--- config.mk ---
export PLATFORM = sky130hd
export DESIGN_NAME = mem_port_arbiter
export DESIGN_NICKNAME = d
export VERILOG_FILES = /design/src/rtl/mem_arb_pkg.sv /design/src/rtl/riscv_defines.sv /design/src/rtl/arb_owner_fifo.sv /design/src/rtl/mem_port_arbiter.sv
export SDC_FILE = /design/constraint.sdc
export NUM_CORES = 1
export LEC_CHECK = 0
export CAP_MARGIN = 40
export CELL_PAD_IN_SITES_DETAIL_PLACEMENT = 1
export CELL_PAD_IN_SITES_GLOBAL_PLACEMENT = 1
export CORE_MARGIN = 2
export CORE_UTILIZATION = 17
export DETAILED_ROUTE_END_ITERATION = 10
export PLACE_DENSITY_LB_ADDON = 0.1
export SLEW_MARGIN = 30
export SYNTH_ARGS = -nofsm -noshare
export SYNTH_HDL_FRONTEND = slang
export SYNTH_HIERARCHICAL = 1
export SYNTH_SLANG_ARGS = --single-unit
export TNS_END_PERCENT = 100
--- constraint.sdc ---
create_clock -name clk -period 3.6 [get_ports clk]
set_clock_uncertainty 0.05 [all_clocks]
set_input_delay 0.72 -clock clk [delete_from_list [all_inputs] [get_ports clk]]
set_output_delay 0.72 -clock clk [all_outputs]
set_load 0.03 [all_outputs]
--- src/rtl/mem_arb_pkg.sv ---
// mem_arb_pkg: shared types for mem_port_arbiter and its owner tracker.
//   arb_owner_e           : which requester issued a transaction.
//   arb_state_e           : arbiter FSM states.
//   MAX_OUTSTANDING_LIMIT : upper bound on tracker depth.
package mem_arb_pkg;
  typedef enum logic {
    ARB_INSTR = 1'b0,
    ARB_DATA  = 1'b1
  } arb_owner_e;

  typedef enum logic [1:0] {
    ARB_IDLE   = 2'd0,
    ARB_LOCK_I = 2'd1,
    ARB_LOCK_D = 2'd2
  } arb_state_e;

  localparam int unsigned MAX_OUTSTANDING_LIMIT = 8;
endpackage

--- src/rtl/riscv_defines.sv ---
// riscv_defines: core-wide constants shared by the memory-side blocks.
//   WORD_WIDTH : address/data word width of the core.
package riscv_defines;
  localparam int unsigned WORD_WIDTH = 32;
endpackage

--- src/rtl/arb_owner_fifo.sv ---
// arb_owner_fifo: in-order tracker of owner IDs for granted transactions.
//   clk, rst  : rising-edge clock, synchronous active-high reset (flushes).
//   i_push    : record i_owner (ignored when full unless popping too).
//   i_pop     : drop head entry (ignored when empty).
//   o_owner   : head entry.
//   o_count   : number of stored entries.
//   o_full    : o_count == DEPTH.
//   o_empty   : o_count == 0.
module arb_owner_fifo
  import mem_arb_pkg::*;
#(
  parameter int unsigned DEPTH = 2
) (
  input  logic       clk,
  input  logic       rst,
  input  logic       i_push,
  input  arb_owner_e i_owner,
  input  logic       i_pop,
  output arb_owner_e o_owner,
  output logic [3:0] o_count,
  output logic       o_full,
  output logic       o_empty
);
  localparam logic [2:0] LAST    = 3'(DEPTH - 1);
  localparam logic [3:0] DEPTH_C = 4'(DEPTH);

  arb_owner_e r_mem [MAX_OUTSTANDING_LIMIT];
  logic [2:0] r_wr_ptr;
  logic [2:0] r_rd_ptr;
  logic [3:0] r_count;
  logic       w_push;
  logic       w_pop;

  assign o_full  = (r_count == DEPTH_C);
  assign o_empty = (r_count == 4'd0);
  assign o_count = r_count;
  assign o_owner = r_mem[r_rd_ptr];

  assign w_pop  = i_pop & ~o_empty;
  assign w_push = i_push & (~o_full | w_pop);

  always_ff @(posedge clk) begin
    if (w_push) r_mem[r_wr_ptr] <= i_owner;
  end

  always_ff @(posedge clk) begin
    if (rst) begin
      r_wr_ptr <= '0;
      r_rd_ptr <= '0;
      r_count  <= '0;
    end else begin
      if (w_push) r_wr_ptr <= (r_wr_ptr == LAST) ? 3'd0 : r_wr_ptr + 3'd1;
      if (w_pop)  r_rd_ptr <= (r_rd_ptr == LAST) ? 3'd0 : r_rd_ptr + 3'd1;
      case ({w_push, w_pop})
        2'b10:   r_count <= r_count + 4'd1;
        2'b01:   r_count <= r_count - 4'd1;
        default: r_count <= r_count;
      endcase
    end
  end
endmodule

--- src/rtl/mem_port_arbiter.sv ---
// mem_port_arbiter: shares one req/gnt/rvalid memory port between the
// instruction-fetch and data interfaces of the core. Owners of granted
// transactions are tracked in order so responses return to their issuer.
//   clk, rst           : rising-edge clock, synchronous active-high reset.
//   instr_*            : fetch request/grant/response.
//   data_*             : load/store request/grant/response.
//   mem_*              : shared memory port (request side combinational).
//   arb_err_o          : sticky, set by mem_rvalid_i with nothing outstanding.
// Build option: MEM_ARB_ROUND_ROBIN_EN selects round-robin between
// simultaneous requesters; otherwise data has fixed priority over instr.
module mem_port_arbiter
  import mem_arb_pkg::*;
#(
  parameter int unsigned WORD_WIDTH      = riscv_defines::WORD_WIDTH,
  parameter int unsigned MAX_OUTSTANDING = 2
) (
  input  logic                  clk,
  input  logic                  rst,
  input  logic                  instr_req_i,
  input  logic [WORD_WIDTH-1:0] instr_addr_i,
  output logic                  instr_gnt_o,
  output logic                  instr_rvalid_o,
  output logic [WORD_WIDTH-1:0] instr_rdata_o,
  input  logic                  data_req_i,
  input  logic [WORD_WIDTH-1:0] data_addr_i,
  input  logic                  data_we_i,
  input  logic [3:0]            data_be_i,
  input  logic [WORD_WIDTH-1:0] data_wdata_i,
  output logic                  data_gnt_o,
  output logic                  data_rvalid_o,
  output logic [WORD_WIDTH-1:0] data_rdata_o,
  output logic                  mem_req_o,
  output logic [WORD_WIDTH-1:0] mem_addr_o,
  output logic                  mem_we_o,
  output logic [3:0]            mem_be_o,
  output logic [WORD_WIDTH-1:0] mem_wdata_o,
  input  logic                  mem_gnt_i,
  input  logic                  mem_rvalid_i,
  input  logic [WORD_WIDTH-1:0] mem_rdata_i,
  output logic                  arb_err_o
);
  localparam logic [3:0] MAX_CNT = 4'(MAX_OUTSTANDING);

  arb_state_e r_state;
  logic       r_arb_err;
  arb_owner_e w_winner;
  arb_owner_e w_owner;
  arb_owner_e w_head;
  logic       w_mem_req;
  logic       w_grant;
  logic       w_pop;
  logic       w_can_issue;
  logic [3:0] w_count;
  logic       w_full;
  logic       w_empty;

`ifdef MEM_ARB_ROUND_ROBIN_EN
  arb_owner_e r_rr_ptr;

  always_comb begin
    w_winner = ARB_INSTR;
    if (instr_req_i && data_req_i) w_winner = r_rr_ptr;
    else if (data_req_i)           w_winner = ARB_DATA;
  end

  // Pointer moves to the side opposite the one just granted.
  always_ff @(posedge clk) begin
    if (rst)          r_rr_ptr <= ARB_INSTR;
    else if (w_grant) r_rr_ptr <= (w_owner == ARB_DATA) ? ARB_INSTR : ARB_DATA;
  end
`else
  always_comb begin
    w_winner = data_req_i ? ARB_DATA : ARB_INSTR;
  end
`endif

  // Issue gating uses the registered count only, so a same-cycle rvalid
  // cannot reopen the port while the tracker is at its limit.
  assign w_can_issue = (w_count < MAX_CNT);

  always_comb begin
    w_owner   = w_winner;
    w_mem_req = 1'b0;
    case (r_state)
      ARB_LOCK_I: begin
        w_owner   = ARB_INSTR;
        w_mem_req = w_can_issue & instr_req_i;
      end
      ARB_LOCK_D: begin
        w_owner   = ARB_DATA;
        w_mem_req = w_can_issue & data_req_i;
      end
      default: begin
        w_owner   = w_winner;
        w_mem_req = w_can_issue & (instr_req_i | data_req_i);
      end
    endcase
    if (rst) w_mem_req = 1'b0;
  end

  assign w_grant = w_mem_req & mem_gnt_i;
  assign w_pop   = mem_rvalid_i & ~w_empty & ~rst;

  assign mem_req_o   = w_mem_req;
  assign mem_addr_o  = !w_mem_req ? '0 : (w_owner == ARB_DATA) ? data_addr_i : instr_addr_i;
  assign mem_we_o    = w_mem_req & (w_owner == ARB_DATA) & data_we_i;
  assign mem_be_o    = !w_mem_req ? '0 : (w_owner == ARB_DATA) ? data_be_i : '1;
  assign mem_wdata_o = (w_mem_req && w_owner == ARB_DATA) ? data_wdata_i : '0;

  assign instr_gnt_o    = w_grant & (w_owner == ARB_INSTR);
  assign data_gnt_o     = w_grant & (w_owner == ARB_DATA);
  assign instr_rvalid_o = w_pop & (w_head == ARB_INSTR);
  assign data_rvalid_o  = w_pop & (w_head == ARB_DATA);
  assign instr_rdata_o  = mem_rdata_i;
  assign data_rdata_o   = mem_rdata_i;
  assign arb_err_o      = r_arb_err;

  arb_owner_fifo #(
    .DEPTH (MAX_OUTSTANDING)
  ) u_owner_fifo (
    .clk     (clk),
    .rst     (rst),
    .i_push  (w_grant & ~w_full),
    .i_owner (w_owner),
    .i_pop   (w_pop),
    .o_owner (w_head),
    .o_count (w_count),
    .o_full  (w_full),
    .o_empty (w_empty)
  );

  // A dropped request while locked is a protocol violation: release the lock.
  always_ff @(posedge clk) begin
    if (rst) begin
      r_state <= ARB_IDLE;
    end else begin
      case (r_state)
        ARB_IDLE:
          if (w_mem_req && !mem_gnt_i)
            r_state <= (w_owner == ARB_DATA) ? ARB_LOCK_D : ARB_LOCK_I;
        ARB_LOCK_I:
          if (w_grant || !instr_req_i) r_state <= ARB_IDLE;
        ARB_LOCK_D:
          if (w_grant || !data_req_i) r_state <= ARB_IDLE;
        default: r_state <= ARB_IDLE;
      endcase
    end
  end

  always_ff @(posedge clk) begin
    if (rst)                          r_arb_err <= 1'b0;
    else if (mem_rvalid_i && w_empty) r_arb_err <= 1'b1;
  end
endmodule

==> results.json <==
{
  "outcome": "complete, no violations",
  "cp_slowest_cell": "clkdlybuf4s50_1",
  "worst_pin_slew_ns": 0.374,
  "fill_cells": 1684,
  "synth_area_leaders": "buf_4 20%, dfxtp_1 13%, nand2_1 11%",
  "end_kind": "output pin",
  "stdcell_area_um2": 4090,
  "final_cells": 635,
  "antenna_found_initial": 0,
  "drc": 0,
  "cts_num_sinks": 24,
  "hold_viol": 0,
  "cts_buffers": 3,
  "final_common_cell": "clkdlybuf4s50_1",
  "rsz0062_at_grt": "false",
  "io_buffers": 181,
  "power.density_nw_per_um2": 292,
  "required_ns": 2.83,
  "htreeDepth": 1,
  "clk_latency_ns": 0.25,
  "cap_violations": 0,
  "grt_max_degree": 34,
  "r2r_setup_slack_ns": 0.51,
  "grt_first_pass_wirelength_um": 14600,
  "synth.top_cell.area_share": 0.201,
  "maxSlewHeadroom": 0.748,
  "cp_common_cell": "clkdlybuf4s50_1",
  "p_leak_uw": 0.00188,
  "worst_setup_path_start_kind": "primary input",
  "wl_per_cell_um": 15.4,
  "crit_type": "primary input to output pin",
  "syn_inst": 337,
  "synthesis.area_um2": 2430,
  "worstSetupStartpoint": "rst",
  "crit_end": "mem_addr_o[16]",
  "synth-seq-cells": 24,
  "cts-hold-fix-buffers": 0,
  "dp_hpwl_um": 8120,
  "dominantRegCellSynth": "dfxtp_1",
  "nNetsFinal": 601,
  "slew_violations": 0,
  "gp_congestion": 0.751,
  "finalCritPeriodShare": 0.960,
  "synthesis.nets": 482,
  "initial_utilization": 0.174,
  "drive_above_1_share": 0.169,
  "n_antenna_cell": 0,
  "arrival_ns": 2.69,
  "path_buf_inv": 3,
  "synth_top_area_cell": "buf_4",
  "yosysSeqAreaShare": 0.231,
  "dpl-instance-area_um2": 3950,
  "grt_overflow": 0,
  "fin_setup_tns_ns": 0,
  "syn-mean-instance-area_um2": 7.21,
  "r2r.worst_path.cells": 14,
  "vias_per_cell": 4.07,
  "synth_edf_count": 8,
  "core_area_um2": 13900,
  "cts_tree": "yes",
  "placedCellCount": 631,
  "clk_pin_slew_ns": 0.06,
  "drt_wl_total_um": 9760,
  "max_freq_mhz": 289,
  "first_pass_iters": 4,
  "chipWidth_um": 124,
  "syn_to_final_growth_pct": 68.6,
  "layout_common_cells": "116 x clkdlybuf4s50_1, 72 x nand2_1, 58 x buf_4",
  "crit_chain": "clkdlybuf4s50_1, nor4_4, nand2_1, buf_4, a21oi_1, clkdlybuf4s50_1",
  "ir_drop_v": 0.000145,
  "fin_crit_ns": 3.46,
  "worst-path-stages": 6,
  "dr_total_vias": 2585,
  "async_reset_ff_frac": 0,
  "crit_family": "buffers and inverters",
  "worstReg2RegStart": "r_state[0]$_SDFFE_PP0P_",
  "dieArea_um2": 15300,
  "grt_usage": 0.121,
  "ant_nets": 0,
  "slowest_delay_ns": 0.69,
  "clk_path_buf_depth": 2,
  "grt_pass1_vias": 2754,
  "io_pins": 278,
  "critPathMaxFanout": 17,
  "rr_endpoint": "u_owner_fifo/o_count[2]$_SDFFE_PP0P_",
  "drt_iter0_drc": 41,
  "setup_viol": 0,
  "cts_root_buf": "clkbuf_16",
  "rows": 43,
  "yosysUniqueCellTypes": 41,
  "hold_class": "register to register",
  "yosysWarnings": 6,
  "dieHeight_um": 124,
  "cts_setup_buffers": 0
}
[cells in the mapped netlist, types with 2 or more instances]
library cell,number
a21oi_1,38
a22oi_1,2
and2_1,34
buf_2,7
buf_4,65
clkbuf_1,8
dfxtp_1,16
edfxtp_1,8
ha_1,6
inv_1,7
mux2_2,2
mux2i_1,2
mux4_2,2
nand2_1,72
nand2b_1,4
nor2_1,23
nor2b_1,2
nor3_1,5
nor3b_1,3
o21ai_0,3
o22ai_1,3
o31ai_1,2
xnor2_1,2
xor2_1,4
[timing repair]
item                                    CTS  global route
endpoints found under the hold margin     0             0
resized for setup                         0            16
endpoints found under the setup margin    0            17
[worst register-to-register path: cells and delay by family, from the launching register on]
kind	cells	cell delay, ns
buffers and inverters	1	0.08
DFF	1	0.34
adders and majority gates	3	0.90
AOI/OAI and AO/OA	4	0.57
xor gates and xnor gates	2	0.26
and+or+nand+nor	4	0.83
[metal layers]
metal	part of all wire	vias to the layer above	track usage
met1	0.36	1175	0.132
met2	0.51	132	0.215
met5	0	-	0
met4	0.0015	0	0.0114
li1	-	1276	-
met3	0.12	2	0.0655
[cell type report]
class | count | area [um^2] | area share
Clock inverter | 1 | 30.0 | 0.00733
Tap cell | 180 | 225 | 0.0550
Timing Repair Buffer | 194 | 1880 | 0.458
Inverter | 8 | 30.0 | 0.00733
Clock buffer | 3 | 75.1 | 0.0183
Sequential cell | 24 | 561 | 0.137
Multi-Input combinational cell | 225 | 1300 | 0.317
[through the flow]
| step | util | worst slack [ns] | hold WS [ns] | total power [uW] |
|---|---|---|---|---|
| 2_1_floorplan | - | 0.521 | 0.409 | 722 |
| 3_3_place_gp | 0.283 | 0.0911 | 0.396 | 893 |
| 3_5_place_dp | 0.283 | 0.0856 | 0.410 | 895 |
| 4_1_cts | 0.291 | 0.0748 | 0.430 | 1220 |
| 5_1_grt | 0.294 | 0.00636 | 0.472 | 1260 |
| 6_report | 0.294 | 0.142 | 0.426 | 1190 |
[power breakdown]
| part | total (uW) | leakage [uW] | switching, uW | internal [uW] |
|---|---|---|---|---|
| Sequential | 297 | 0.000202 | 8.07 | 289 |
| Clock | 317 | 0.0000511 | 95.8 | 221 |
| Combinational | 580 | 0.00163 | 309 | 272 |
[logic make-up (layout without fill, tap and decap cells)]
family,Yosys count,count (layout),synth area share
and+or+nand+nor,152,152,0.303
buffers and inverters,88,206,0.240
AOI/OAI and AO/OA,55,55,0.137
DFF,24,24,0.231
adders and majority gates,6,6,0.0309
xor gates and xnor gates,6,6,0.0216
muxes,6,6,0.0361
[worst min path at each step]
stage / from / to / slack, ns / depth (start not counted)
2_1_floorplan: u_owner_fifo/r_rd_ptr[1]$_SDFFE_PP0P_ / register / 0.41 / 2
3_3_place_gp: arb_err_o$_SDFFE_PP0P_ / arb_err_o$_SDFFE_PP0P_ / 0.40 / 2
3_5_place_dp: arb_err_o$_SDFFE_PP0P_ / arb_err_o$_SDFFE_PP0P_ / 0.41 / 2
4_1_cts: arb_err_o$_SDFFE_PP0P_ / arb_err_o$_SDFFE_PP0P_ / 0.43 / 2
5_1_grt: arb_err_o$_SDFFE_PP0P_ / arb_err_o$_SDFFE_PP0P_ / 0.47 / 2
6_report: arb_err_o$_SDFFE_PP0P_ / arb_err_o$_SDFFE_PP0P_ / 0.43 / 2
Power figures use the tool's default switching activity.
